### config.mk
export PLATFORM = sky130hd
export DESIGN_NAME = sign_mag_addsub_pipe_flat
export DESIGN_NICKNAME = d
export VERILOG_FILES = /design/src/rtl/sign_mag_addsub_pipe_if.sv /design/src/rtl/sign_mag_addsub_pipe.sv /design/src/flat_wrapper.sv
export SDC_FILE = /design/constraint.sdc
export NUM_CORES = 1
export LEC_CHECK = 0
export BUFFER_PORTS_ARGS = -buffer_cell sky130_fd_sc_hd__buf_2
export CAP_MARGIN = 20
export CORE_AREA = 10 10 70 72
export CTS_CLUSTER_SIZE = 20
export DETAILED_ROUTE_END_ITERATION = 8
export DIE_AREA = 0 0 80 82
export GPL_TIMING_DRIVEN = 0
export HOLD_SLACK_MARGIN = 0.15
export MAX_ROUTING_LAYER = met4
export PLACE_DENSITY = 0.76
export SLEW_MARGIN = 10
export SYNTH_ARGS = -nofsm -noshare
export SYNTH_HDL_FRONTEND = slang
export SYNTH_SLANG_ARGS = --single-unit
### constraint.sdc
create_clock -name clk -period 2.7 [get_ports clk]
set_clock_uncertainty 0.1 [all_clocks]
set_input_delay 0.54 -clock clk [delete_from_list [all_inputs] [get_ports clk]]
set_output_delay 0.54 -clock clk [all_outputs]
set_load 0.02 [all_outputs]
### src/rtl/sign_mag_addsub_pipe_if.sv
// rtl/sign_mag_addsub_pipe_if.sv - operand/result handshake bundle for the sign-magnitude add/sub pipe
interface sign_mag_addsub_pipe_if #(parameter int N = 8);
  logic         in_valid;
  logic         in_ready;
  logic [N-1:0] a;
  logic [N-1:0] b;
  logic         sub;
  logic         out_valid;
  logic         out_ready;
  logic [N-1:0] sum;
  logic         ovf;
  logic         clr_ovf;
  logic         ovf_sticky;

  modport master (
    output in_valid, a, b, sub, out_ready, clr_ovf,
    input  in_ready, out_valid, sum, ovf, ovf_sticky
  );

  modport slave (
    input  in_valid, a, b, sub, out_ready, clr_ovf,
    output in_ready, out_valid, sum, ovf, ovf_sticky
  );
endinterface

### src/rtl/sign_mag_addsub_pipe.sv
// rtl/sign_mag_addsub_pipe.sv - two-stage sign-magnitude add/subtract with overflow, saturation and sticky flag
module sign_mag_addsub_pipe #(
  parameter int N   = 8,
  parameter bit SAT = 1'b1
) (
  input  logic                 clk,
  input  logic                 reset,
  sign_mag_addsub_pipe_if.slave io
);
  localparam int M = N - 1;

  logic         s1_valid;
  logic         s1_sgn;
  logic         s1_same;
  logic [M-1:0] s1_max;
  logic [M-1:0] s1_min;

  logic         out_valid_q;
  logic [N-1:0] sum_q;
  logic         ovf_q;
  logic         sticky_q;

  logic s1_en;
  logic s2_en;

  assign s2_en       = !out_valid_q || io.out_ready;
  assign s1_en       = !s1_valid || s2_en;
  assign io.in_ready = s1_en && !reset;

  // Stage 1: fold subtract into B's sign, then order magnitudes so stage 2 never borrows
  logic         sb;
  logic         same;
  logic [M-1:0] ma;
  logic [M-1:0] mb;
  logic [M-1:0] max_d;
  logic [M-1:0] min_d;
  logic         sgn_d;

  always_comb begin
    sb    = io.b[N-1] ^ io.sub;
    ma    = io.a[M-1:0];
    mb    = io.b[M-1:0];
    same  = (io.a[N-1] == sb);
    max_d = ma;
    min_d = mb;
    sgn_d = io.a[N-1];
    if (ma < mb) begin
      max_d = mb;
      min_d = ma;
      sgn_d = sb;
    end else if (ma == mb && !same) begin
      sgn_d = 1'b0;
    end
  end

  // Stage 2: magnitude arithmetic, overflow handling, and -0 normalisation
  logic [N-1:0] raw;
  logic [M-1:0] mag;
  logic         carry;
  logic         sgn_out;

  always_comb begin
    if (s1_same) begin
      raw = {1'b0, s1_max} + {1'b0, s1_min};
    end else begin
      raw = {1'b0, s1_max - s1_min};
    end
    carry = raw[N-1];
    mag   = raw[M-1:0];
    if (carry && SAT) begin
      mag = '1;
    end
    sgn_out = (mag == '0) ? 1'b0 : s1_sgn;
  end

  always_ff @(posedge clk) begin
    if (reset) begin
      s1_valid    <= 1'b0;
      out_valid_q <= 1'b0;
      sum_q       <= '0;
      ovf_q       <= 1'b0;
      sticky_q    <= 1'b0;
    end else begin
      if (s1_en) begin
        s1_valid <= io.in_valid && io.in_ready;
        if (io.in_valid) begin
          s1_max  <= max_d;
          s1_min  <= min_d;
          s1_sgn  <= sgn_d;
          s1_same <= same;
        end
      end
      if (s2_en) begin
        out_valid_q <= s1_valid;
        if (s1_valid) begin
          sum_q <= {sgn_out, mag};
          ovf_q <= carry;
        end
      end
      // Setting takes priority so an overflow leaving in the clear cycle is not lost
      if (out_valid_q && io.out_ready && ovf_q) begin
        sticky_q <= 1'b1;
      end else if (io.clr_ovf) begin
        sticky_q <= 1'b0;
      end
    end
  end

  assign io.out_valid  = out_valid_q;
  assign io.sum        = sum_q;
  assign io.ovf        = ovf_q;
  assign io.ovf_sticky = sticky_q;
endmodule

### src/flat_wrapper.sv
// flat-port wrapper written by rule: the top's interface ports become plain ports
module sign_mag_addsub_pipe_flat 
#(
  parameter int N   = 8,
  parameter bit SAT = 1'b1
)
  (clk, reset, io_in_valid, io_a, io_b, io_sub, io_out_ready, io_clr_ovf, io_in_ready, io_out_valid, io_sum, io_ovf, io_ovf_sticky);
  sign_mag_addsub_pipe_if #(.N(N)) io_i ();
  input  logic clk;
  input  logic reset;
  input wire logic [$bits(io_i.in_valid)-1:0] io_in_valid;
  input wire logic [$bits(io_i.a)-1:0] io_a;
  input wire logic [$bits(io_i.b)-1:0] io_b;
  input wire logic [$bits(io_i.sub)-1:0] io_sub;
  input wire logic [$bits(io_i.out_ready)-1:0] io_out_ready;
  input wire logic [$bits(io_i.clr_ovf)-1:0] io_clr_ovf;
  output wire logic [$bits(io_i.in_ready)-1:0] io_in_ready;
  output wire logic [$bits(io_i.out_valid)-1:0] io_out_valid;
  output wire logic [$bits(io_i.sum)-1:0] io_sum;
  output wire logic [$bits(io_i.ovf)-1:0] io_ovf;
  output wire logic [$bits(io_i.ovf_sticky)-1:0] io_ovf_sticky;
  assign io_i.in_valid = io_in_valid;
  assign io_i.a = io_a;
  assign io_i.b = io_b;
  assign io_i.sub = io_sub;
  assign io_i.out_ready = io_out_ready;
  assign io_i.clr_ovf = io_clr_ovf;
  assign io_in_ready = io_i.in_ready;
  assign io_out_valid = io_i.out_valid;
  assign io_sum = io_i.sum;
  assign io_ovf = io_i.ovf;
  assign io_ovf_sticky = io_i.ovf_sticky;
  sign_mag_addsub_pipe #(.N(N), .SAT(SAT)) u_core (.clk(clk), .reset(reset), .io(io_i));
endmodule
# After elaboration in Yosys (flattened, before gate mapping)
# Index checks and enable logic that the tools add are counted.
# W data, S select, Z words.
dict set report word_totals {
  ff_bits 28
  inputBits 22
  output_inout_bits 12
  elab_cells 40
}
dict set report op_classes {
  add_sub_neg 2
  magnitude_cmp 1
  n_eq_ne 2
  muxes 9
  bitwise_logic 2
  reduce_logical 15
}
# cell n
set ops {}
lappend ops {{$mux W7} 3}
lappend ops {{$add A7 B7 Y8} 1}
lappend ops {{$mux W8} 1}
lappend ops {{$eq A7 B7 Y1} 1}
lappend ops {{$logic_not A7 Y1} 1}
lappend ops {{$lt A7 B7 Y1} 1}
lappend ops {{$sub A7 B7 Y7} 1}
lappend ops {{$logic_and A1 B1 Y1} 5}
lappend ops {{$mux W1} 5}
lappend ops {{$logic_not A1 Y1} 4}
lappend ops {{$reduce_and A3 Y1} 1}
lappend ops {{$logic_or A1 B1 Y1} 2}
lappend ops {{$reduce_and A2 Y1} 1}
lappend ops {{$reduce_bool A2 Y1} 1}
lappend ops {{$eq A1 B1 Y1} 1}
lappend ops {{$not A1 Y1} 1}
lappend ops {{$xor A1 B1 Y1} 1}

# Depth between registers and ports, before layout
# Gate-level depths: netlist of run 1.
dict set report depth {
  ltp_word 6
  mapped_depth 9
  depth_no_buf 9
}

# Worst setup path before layout of run 1
# Ideal clock, no wire load.
dict set report synth_path {
  path_type {input -> register}
  start {input port io_b[4]}
  end {register u_core.s1_max[2] (data pin)}
  setup_time_ns 0.262
  arrival_time_ns 2.001
  required_ns 2.338
  setup_slack_ns 0.337
  stages 7
  path_buffers 1
  cell_sequence {inv_1 ha_1 a21o_1 a21o_1 a211oi_4 buf_6 mux2_1}
}
dict set report synth_via {
  elab_chain_len 2
}
# item line_no
set synth_rtl {}
lappend synth_rtl {{from (decl)} flat_wrapper.sv:13} ;# input wire logic [$bits(io_i.b)-1:0] io_b;
lappend synth_rtl {{$lt A7 B7 Y1} sign_mag_addsub_pipe.sv:47} ;# if (ma < mb) begin
lappend synth_rtl {{$mux W7} sign_mag_addsub_pipe.sv:47}
lappend synth_rtl {{net u_core.max_d[2]} sign_mag_addsub_pipe.sv:35} ;# logic [M-1:0] max_d;
lappend synth_rtl {{to (signal assigned)} sign_mag_addsub_pipe.sv:87} ;# s1_max <= max_d;
lappend synth_rtl {{to (decl)} sign_mag_addsub_pipe.sv:15} ;# logic [M-1:0] s1_max;
# The timed path passes the listed nets, and every way through them passes these cells.
# A chain may end at the register's enable or synchronous reset.

# Worst setup path after layout of run 1
dict set report layout_path {
  start {register u_core.s1_min[0]}
  end {register u_core.sum_q[7] (netlist: u_core.io.sum[7])}
}
dict set report layout_via {
  elab_chain_len 5
  word_cells_on_any_way 6
  cone_classes {2 x add/sub; 3 x mux; 1 x reduce/logical}
}
# item line_no
set layout_rtl {}
lappend layout_rtl {{from (decl)} sign_mag_addsub_pipe.sv:16} ;# logic [M-1:0] s1_min;
lappend layout_rtl {{from (signal assigned)} sign_mag_addsub_pipe.sv:88} ;# s1_min <= min_d;
lappend layout_rtl {{$sub A7 B7 Y7 or $add A7 B7 Y8 (tied branches)} {sign_mag_addsub_pipe.sv:66, sign_mag_addsub_pipe.sv:64}}
lappend layout_rtl {{$mux W8 (*)} sign_mag_addsub_pipe.sv:63} ;# if (s1_same) begin
lappend layout_rtl {{$mux W7 (*)} sign_mag_addsub_pipe.sv:70} ;# if (carry && SAT) begin
lappend layout_rtl {{$logic_not A7 Y1 (*)} sign_mag_addsub_pipe.sv:73} ;# sgn_out = (mag == '0) ? 1'b0 : s1_sgn;
lappend layout_rtl {{$mux W1 (*)} sign_mag_addsub_pipe.sv:73}
lappend layout_rtl {{to (signal assigned)} sign_mag_addsub_pipe.sv:96} ;# sum_q <= {sgn_out, mag};
lappend layout_rtl {{to (decl)} sign_mag_addsub_pipe.sv:19} ;# logic [N-1:0] sum_q;
# Every way passes the cells marked *; elsewhere a longest branch is shown, timed or not.

==> metrics.cfg, run 1 <==
[outcome]
status = finished clean

[cts]
post_cts_buffers = 0
clock-sinks = 28
clock_latency_ns = 0.34
cts-root-buf = clkbuf_4
cts_tree = done
cts.repair.resized = 0
path_clk_slew_ns = 0.16
holdBufCountCts = 0
htree_levels = 1
clockBufferDepth = 2
cts_made_buffers = 3

[sta]
rsz0062_at_grt = no
min_period_ns = 2.229
setup_viol = 0
post-route-period-util_pct = 82.54
fmax_ghz = 0.4487
worstMarginPinSlew_ns = 0.6549
fin_setup_tns_ns = 0
maxSlewViolCount = 0
hold_viol = 0
relSlewSlack_pct = 56.34

[worst_setup_path]
crit_path_max_incr_delay_ns = 0.45
critPathMaxFanout = 2
crit_chain = ha_1 > fa_1 > o21ai_1 > o21ai_0 > xnor2_1 > nor4_2 > a31oi_1
crit_path_top_delay_cell = edfxtp_1
arrival_ns = 2.37
r2r_cells = 7
path_class = reg -> reg
critical_path.startpoint_type = flip-flop
worstPathRequired_ns = 2.84
end_kind = flip-flop

[global_routing]
grt_pass1_wl_um = 5996
grt-ovfl-total = 0
grt_pass1_vias = 1438
grt_max_degree = 17
antenna_found_initial = 0
globalRouteTotalUtil_pct = 11.73

[detailed_routing]
vias = 1452
via_per_inst = 5.299
drc = 0
first_iter_violations = 50
dr.pass1.iters = 5
wl_um = 3613
wl_per_cell_um = 13.19
detail-route-antenna-nets = 0

[finish]
regArea_sq_um = 720.7
fill_cells = 323
final_nets = 271
drive_gt1_share_pct = 23.01
multi_input_area_sq_um = 1005
fin_util_pct = 59.34
antenna_cells = 0
stdcell_count = 274
area_growth_pct = 14.74
fin_area_sq_um = 2123

[yosys]
syn_nets = 233
netlist_area_sq_um = 1851
synth_area_leaders = edfxtp_1, ha_1, dfxtp_1
syn_inst = 189
synth_warnings = 0
synth_seq_cells = 28
avgSynthCellArea_sq_um = 9.791
synth_ff_type = edfxtp_1
yosysSeqAreaShare_pct = 38.95
synthArstFlopShare_pct = 0
synth_top_area_share_pct = 25.96
yosysTopAreaCell = edfxtp_1
yosysUniqueCellTypes = 39
synth-edff-count = 16

[place]
dp_hpwl_um = 3007
dp_cells = 270
place_area_sq_um = 2076
portBuffers = 33
gp_congestion = 0.8695

[floorplan]
die_h_um = 82
start_util_pct = 51.71
dieArea_sq_um = 6560
fp-row-count = 22
die_w_um = 80
core_sq_um = 3578
num_io_pins = 34

[hold_path]
hold_class = in -> reg
holdPathStages = 2

[power]
power_density_nw_per_um2 = 482.4
leakagePower_nw = 0.9418
total_power_mw = 1.024
vdd_ir_drop_max_v = 0.0002172

[flow_run]
drv_cap = 0

## cells in the final DEF, fill, tap and decap left out, types with 4 or more instances in the layout
| cell type | n |
|---|---|
| buf_2 | 34 |
| ha_1 | 20 |
| inv_1 | 19 |
| edfxtp_1 | 16 |
| nand2_1 | 15 |
| nor2_1 | 14 |
| dfxtp_1 | 12 |
| o21ai_0 | 11 |
| a21oi_1 | 9 |
| nor3_1 | 7 |
| a211oi_1 | 7 |
| nor2b_1 | 5 |
| xnor2_1 | 5 |
| mux2_1 | 4 |
| mux2_2 | 4 |
## per-stage QoR
step | hold WS (ns) | setup WS, ns
floorplan | 0.3961 | 0.3370
global placement | 0.3536 | 0.1272
detailed placement | 0.3603 | 0.1232
CTS | 0.3041 | 0.4758
global route | 0.2976 | 0.3157
finish | 0.2957 | 0.4713
## metal layers
metal	routed length, um	GRT usage, %	vias to the layer above
li1	-	-	730
met2	1840	19.98	43
met1	1547	12.85	672
met5	0	-	-
met4	94	6.162	0
met3	131	2.074	7
## critical path: cells and delay by family (launching register included)
kind	cells	cell delay, ns
AO/OA/AOI/OAI	3	0.41
XOR/XNOR	1	0.20
adder cells (fa/ha/maj)	2	0.67
flip-flops	1	0.45
AND/OR/NAND/NOR	1	0.30
## cell families after synthesis
family	count (synthesis)	synth area share (%)
AO/OA/AOI/OAI	43	15.69
multiplexers	9	5.409
AND/OR/NAND/NOR	54	14.20
adder cells (fa/ha/maj)	22	15.69
flip-flops	28	38.95
XOR/XNOR	7	3.313
buffers and inverters	26	6.761
## Yosys cell counts, types with 2 or more instances
cell	n
nor2b_1	5
fa_1	2
o21ai_0	11
nor3_1	7
edfxtp_1	16
dfxtp_1	12
nor2_1	14
nand3_1	3
nand2b_1	3
a31oi_1	3
inv_1	19
mux2_1	4
o21ai_1	3
xnor2_1	5
buf_6	3
ha_1	20
mux2_2	4
clkbuf_1	2
xor2_1	2
nand2_1	15
a21oi_1	9
a21o_1	3
nand4_1	2
a211oi_1	7
## sequential cells by signal, indices dropped and copies added, names as in the netlist
signal and count:
u_core.io.out_valid 1, u_core.io.ovf 1, u_core.io.ovf_sticky 1, u_core.io.sum 8, u_core.s1_max 7, u_core.s1_min 7
u_core.s1_same 1, u_core.s1_sgn 1, u_core.s1_valid 1
## worst paths after layout
| kind | from | endpoint | slack, ns |
|---|---|---|---|
| worst min register to register | u_core.io.ovf_sticky | u_core.io.ovf_sticky | 0.38 |
| worst max-delay path | u_core.s1_min[0] | u_core.io.sum[7] | 0.47 |
| worst min-delay path | reset | u_core.io.sum[3] | 0.30 |
| worst max register to register | u_core.s1_min[0] | u_core.io.sum[7] | 0.47 |
## final cells by class
class / count / area share (%)
multi-input combinational: 135 / 47.32
tap: 48 / 2.829
clock buffer: 4 / 2.239
sequential: 28 / 33.94
buffer: 7 / 2.534
timing repair buffer: 33 / 7.778
inverter: 19 / 3.359
## where the power goes
part	internal (mW)	total [mW]	switching (mW)
registers	0.486	0.500	0.0148
logic	0.125	0.287	0.162
clock network	0.113	0.237	0.124
total	0.724	1.02	0.301
Power figures use the tool's default switching activity.
==> inputs of run 2 (changes only) <==
Settings changed: ABC_AREA set to 1, CORE_AREA 10 10 70 72 to 10 10 73 75, DIE_AREA 0 0 80 82 to 0 0 83 85, PLACE_DENSITY 0.76 to 0.74.
Clock period 2.7 ns to 2 ns, I/O delays scaled along.
==> metrics.cfg, run 2 <==
[finish]
layout_commonest_cell = nand2_1
mostFrequentLayoutCells = nand2_1, inv_1, buf_2
fin_area_sq_um = 2357  ; +11%
fin_util_pct = 60.23  ; +0.89 points
final_nets = 344  ; +27%
fill_cells = 349  ; +8.0%
drive_gt1_share_pct = 26.76  ; +3.7 points
largest_reg_flops = 8  ; unchanged
antenna_cells = 0  ; unchanged
area_growth_pct = 23.78

[outcome]
status = finished, violations left
violations = negative setup slack

[global_routing]
globalRouteTotalUtil_pct = 11.88  ; +0.15 points
grt_pass1_vias = 1708  ; +19%
antenna_found_initial = 0  ; unchanged
grt-ovfl-total = 0  ; unchanged
grt_max_degree = 17  ; unchanged
grt_pass1_wl_um = 7189  ; +20%

[yosys]
synth_seq_cells = 28  ; unchanged
yosysSeqAreaShare_pct = 37.84  ; -1.1 points
synth_ff_type = edfxtp_1
synth_warnings = 0  ; unchanged
yosysTopAreaCell = edfxtp_1
synthArstFlopShare_pct = 0  ; unchanged
yosysMostFrequentCell = nand2_1
avgSynthCellArea_sq_um = 7.617  ; -22%
synth_commonest_cells = nand2_1, inv_1, ha_1
synth_top_area_share_pct = 25.23  ; -0.73 points
syn_nets = 294  ; +26%
syn_inst = 250  ; +32%
synth_area_leaders = edfxtp_1, ha_1, nand2_1
synth-edff-count = 16  ; unchanged
yosysUniqueCellTypes = 26  ; -33%
netlist_area_sq_um = 1904  ; +2.9%

[hold_path]
hold_class = in -> reg
holdPathStages = 2  ; unchanged
min_from = reset

[sta]
maxSlewViolCount = 0  ; unchanged
min_period_ns = 2.042  ; -0.1865 ns
post-route-period-util_pct = 102.1  ; +20 points
fin_ws_ns = -0.04220  ; -0.5135 ns
relSlewSlack_pct = 61.48  ; +5.1 points
setup_viol = 1  ; +1
hold_viol = 0  ; unchanged
worstMarginPinSlew_ns = 0.5772  ; -0.07771 ns
rsz0062_at_grt = yes
fmax_ghz = 0.4897  ; +9.1%

[worst_setup_path]
arrival_ns = 2.17  ; -0.20 ns
cp.depth = 12  ; +5
path_class = reg -> reg
cp_common_cell = nand2_1
timing.rr.start = u_core.s1_min[0]
end_kind = flip-flop
critPathBufInv = 0  ; unchanged
critPathMaxFanout = 2  ; unchanged
critical_path.startpoint_type = flip-flop
crit_path_top_delay_cell = edfxtp_1
crit_path_max_incr_delay_ns = 0.42  ; -0.03 ns
cp_top_family = simple AND/OR/NAND/NOR gates
crit_path_start = u_core.s1_min[0]
r2r_cells = 12  ; +5
crit_chain = ha_2 > fa_2 > nand3b_1 > nand2_1 > nand2_1 > nand2_1 > nand3_1 > nand2_1 > nand2_1 > nand4_1 > nand2_1 > a21oi_2
worstPathRequired_ns = 2.12  ; -0.72 ns

[floorplan]
num_io_pins = 34  ; unchanged
fp-row-count = 23  ; +4.5%
dieArea_sq_um = 7055  ; +7.5%
start_util_pct = 48.66  ; -3.1 points
die_w_um = 83  ; +3.8%
core_sq_um = 3914  ; +9.4%
die_h_um = 85  ; +3.7%

[cts]
clock_latency_ns = 0.28  ; -0.06 ns
path_clk_slew_ns = 0.10  ; -0.06 ns
clock-sinks = 28  ; unchanged
clockBufferDepth = 2  ; unchanged
htree_levels = 1  ; unchanged
cts_made_buffers = 3  ; unchanged
cts-root-buf = clkbuf_8
cts_tree = done
holdBufCountCts = 0  ; unchanged

[place]
dp_hpwl_um = 3197  ; +6.3%
portBuffers = 33  ; unchanged
place_area_sq_um = 2132  ; +2.7%
gp_congestion = 0.8962  ; +3.1%
pre_cts_ws_ns = -0.1067  ; -0.2299 ns

[power]
total_power_mw = 1.475  ; +44%
vdd_ir_drop_max_v = 0.0002956  ; +36%
leakagePower_nw = 1.195  ; +27%
power_density_nw_per_um2 = 625.5  ; +30%

[detailed_routing]
via_per_inst = 4.831  ; -8.8%
detail-route-antenna-nets = 0  ; unchanged
first_iter_violations = 99  ; +98%
vias = 1686  ; +16%
dr.pass1.iters = 4  ; -1
wl_per_cell_um = 11.76  ; -11%
drc = 0  ; unchanged
wl_um = 4105  ; +14%

[flow_run]
drv_cap = 0  ; unchanged

run 2: cell count changes in the layout (fill, tap and decap cells not counted), moves of 5 or more:
cell      delta
nand2_1     +47
inv_1       +17
buf_4       +12
nand3_1     +10
a21oi_1      +8
a211oi_1     -7
ha_1         -7
nor3_1       -7
inv_2        +6
nor2b_1      -5
run 2: cell type report:
cell class                      count  area [sq um]  share of cell area (%)
Buffer                              5         26.28                   1.115
Timing Repair Buffer               45         255.2                   10.83
Multi-Input combinational cell    175          1080                   45.81
Tap cell                           50         62.56                   2.654
Sequential cell                    28         720.7                   30.57
Clock buffer                        4         55.05                   2.335
Inverter                           42         157.7                   6.688
run 2: where the power goes:
part / switching (mW) / internal (mW)
clock: 0.174 / 0.176
sequential: 0.0197 / 0.653
combinational: 0.265 / 0.186
total: 0.459 / 1.02
run 2: timing repair:
action                                  CTS  global route
endpoints found under the setup margin    1            13
resized for setup                         5            20
pin swaps                                 8            11
buffers inserted                          4             8
run 2: path summary, 6_finish.rpt:
check                         end  slack [ns]
min              u_core.io.sum[7]        0.23
max              u_core.io.sum[7]       -0.04
max reg2reg      u_core.io.sum[7]       -0.04
min reg2reg  u_core.io.ovf_sticky        0.37
run 2: layer usage:
metal | share of wire (%) | track usage (%) | wire (um)
met4 | 1.4 | 4.025 | 58
met1 | 46 | 13.83 | 1903
met5 | 0 | - | 0
met2 | 49 | 20.37 | 2021
met3 | 3.0 | 1.816 | 122
run 2: stage by stage:
step           setup TNS [ns]  std cells  hold slack (ns)
2_1_floorplan               0        250           0.3624
3_3_place_gp           -1.298        333           0.3519
3_5_place_dp           -1.375        333           0.3555
4_1_cts              -0.02994        341           0.2277
5_1_grt               -0.3829        349           0.2423
6_report             -0.04220        349           0.2277
run 2: logic make-up (layout without fill, tap and decap cells):
logic type / count (synthesis) / after routing / synth area share [%]
flip-flops: 28 / 28 / 37.84
AO/OA/AOI/OAI: 44 / 44 / 12.94
XOR/XNOR: 3 / 3 / 1.380
buffers and inverters: 47 / 96 / 9.527
adder cells (fa/ha/maj): 22 / 22 / 15.24
AND/OR/NAND/NOR: 106 / 106 / 23.06
==> inputs of run 3 (changes only) <==
Settings changed: CORE_AREA 10 10 73 75 to 10 10 70 72, DIE_AREA 0 0 83 85 to 0 0 80 82, PLACE_DENSITY 0.74 to 0.77.
Clock period 2 ns to 2.1 ns, I/O delays scaled along.
==> metrics.cfg, run 3 (same netlist as run 2, synthesis figures left out) <==
[detailed_routing]
via_per_inst = 4.970  ; +2.9%
dr.pass1.iters = 4  ; unchanged
first_iter_violations = 98  ; -1.0%
wl_per_cell_um = 10.99  ; -6.5%
drc = 0  ; unchanged
detail-route-antenna-nets = 0  ; unchanged
wl_um = 3705  ; -9.7%
vias = 1675  ; -0.65%

[global_routing]
globalRouteTotalUtil_pct = 12.21  ; +0.33 points
grt_pass1_vias = 1595  ; -6.6%
use_met1_pct = 14.08  ; +0.26 points
use_met2_pct = 21.35  ; +0.98 points
grt-ovfl-total = 0  ; unchanged
grt_pass1_wl_um = 6479  ; -9.9%
grtUsageMet3_pct = 1.201  ; -0.62 points
grt_max_degree = 17  ; unchanged
antenna_found_initial = 0  ; unchanged
grt.busiest_layer = met2

[power]
power_density_nw_per_um2 = 596.8  ; -4.6%
leakagePower_nw = 1.138  ; -4.7%
vdd_ir_drop_max_v = 0.0003079  ; +4.2%

[finish]
stdcell_count = 337  ; -3.4%
fin_util_pct = 62.59  ; +2.4 points
layout_commonest_cell = nand2_1
mostFrequentLayoutCells = nand2_1, inv_1, buf_2
final_nets = 334  ; -2.9%
area_growth_pct = 17.61
drive_gt1_share_pct = 21.11  ; -5.6 points
largest_reg_flops = 8  ; unchanged
fin_area_sq_um = 2240  ; -5.0%
antenna_cells = 0  ; unchanged
fill_cells = 335  ; -4.0%

[sta]
worstMarginPinSlew_ns = 0.5689  ; -0.008320 ns
min_period_ns = 2.007  ; -0.03502 ns
post-route-period-util_pct = 95.58  ; -6.5 points
rsz0062_at_grt = yes
fin_hold_ws_ns = 0.1876  ; -0.04007 ns
hold_viol = 0  ; unchanged
relSlewSlack_pct = 62.03  ; +0.56 points
fmax_ghz = 0.4982  ; +1.7%
fin_setup_tns_ns = 0  ; +0.04220 ns
setup_viol = 0  ; -1
maxSlewViolCount = 0  ; unchanged

[hold_path]
hold_class = in -> reg

[worst_setup_path]
timing.rr.start = u_core.s1_min[0]
r2r_slack_ns = 0.09  ; +0.14 ns
worstPathRequired_ns = 2.25  ; +0.13 ns
r2r-end = u_core.io.sum[7]
critPathMaxFanout = 2  ; unchanged
arrival_ns = 2.16  ; about the same
r2r_cells = 11  ; -1
path_class = reg -> reg
critical_path.startpoint_type = flip-flop
crit_path_start = u_core.s1_min[0]
end_kind = flip-flop
cp-endpoint = u_core.io.sum[7]

[flow_run]
drv_cap = 0  ; unchanged

[cts]
path_clk_slew_ns = 0.15  ; +0.05 ns
cts_made_buffers = 3  ; unchanged
clockBufferDepth = 2  ; unchanged
clock-sinks = 28  ; unchanged
cts-root-buf = clkbuf_4
clock_latency_ns = 0.33  ; +0.05 ns
cts_tree = done
htree_levels = 1  ; unchanged

[floorplan]
dieArea_sq_um = 6560  ; -7.0%
die_h_um = 82  ; -3.5%
die_w_um = 80  ; -3.6%
num_io_pins = 34  ; unchanged
start_util_pct = 53.22  ; +4.6 points
fp-row-count = 22  ; -4.3%
core_sq_um = 3578  ; -8.6%

[place]
place_area_sq_um = 2130  ; -0.12%
portBuffers = 33  ; unchanged
dp_hpwl_um = 3068  ; -4.0%
dp_cells = 331  ; -0.60%
gp_congestion = 0.9055  ; +1.0%

[outcome]
status = finished clean

==> run 3: routing by layer <==
layer	vias to the layer above	wire length, um
li1	893	-
met1	738	1705
met2	37	1779
met3	7	145
met4	0	75
met5	-	0
==> run 3: report_power, final <==
| group | switching (mW) | total (mW) | internal, mW |
|---|---|---|---|
| sequential | 0.0171 | 0.639 | 0.622 |
| combinational | 0.236 | 0.388 | 0.152 |
| clock | 0.164 | 0.309 | 0.146 |
==> run 3: worst max-delay path, cell delays in order (launching register included) <==
cell and delay (ns):
edfxtp_1 0.43, ha_2 0.20, fa_2 0.34, nand3b_1 0.18, nand3_1 0.13, nand2_1 0.07
nand2_1 0.07, nand2_1 0.05, nor2_1 0.10, nand4_1 0.11, nand2_1 0.09, a21oi_2 0.05
==> run 3: worst min-delay path by stage <==
stage,cells after the start,end,start,slack [ns]
6_report,2,u_core.io.sum[7],reset,0.19
5_1_grt,2,u_core.io.sum[7],reset,0.16
4_1_cts,2,u_core.io.sum[7],reset,0.18
3_5_place_dp,2,u_core.io.ovf_sticky,u_core.io.ovf_sticky,0.35
3_3_place_gp,2,u_core.io.ovf_sticky,u_core.io.ovf_sticky,0.35
2_1_floorplan,2,u_core.s1_valid,u_core.s1_valid,0.38
==> run 3: metrics by stage <==
stage | power (mW) | worst slack, ns
2_1_floorplan | 0.9131 | 0.2129
3_3_place_gp | 1.006 | -0.06410
3_5_place_dp | 1.013 | -0.07617
4_1_cts | 1.327 | 0.02975
5_1_grt | 1.433 | -0.04886
6_report | 1.337 | 0.09282
==> run 3: cell type report <==
class / instances / area [sq um] / area share, %
multi-input combinational: 175 / 1050 / 46.87
sequential: 28 / 720.7 / 32.18
timing repair buffer: 35 / 180.2 / 8.045
inverter: 42 / 157.7 / 7.039
tap: 48 / 60.06 / 2.682
clock buffer: 4 / 47.55 / 2.123
buffer: 5 / 23.77 / 1.061
==> run 3: timing repair <==
item / 4_1_cts / 5_1_grt
endpoints found under the setup margin: 1 / 4
cloned: 0 / 0
setup buffers: 1 / 1
pin swaps: 1 / 5
gates resized for setup: 2 / 12
hold buffers: 0 / 0
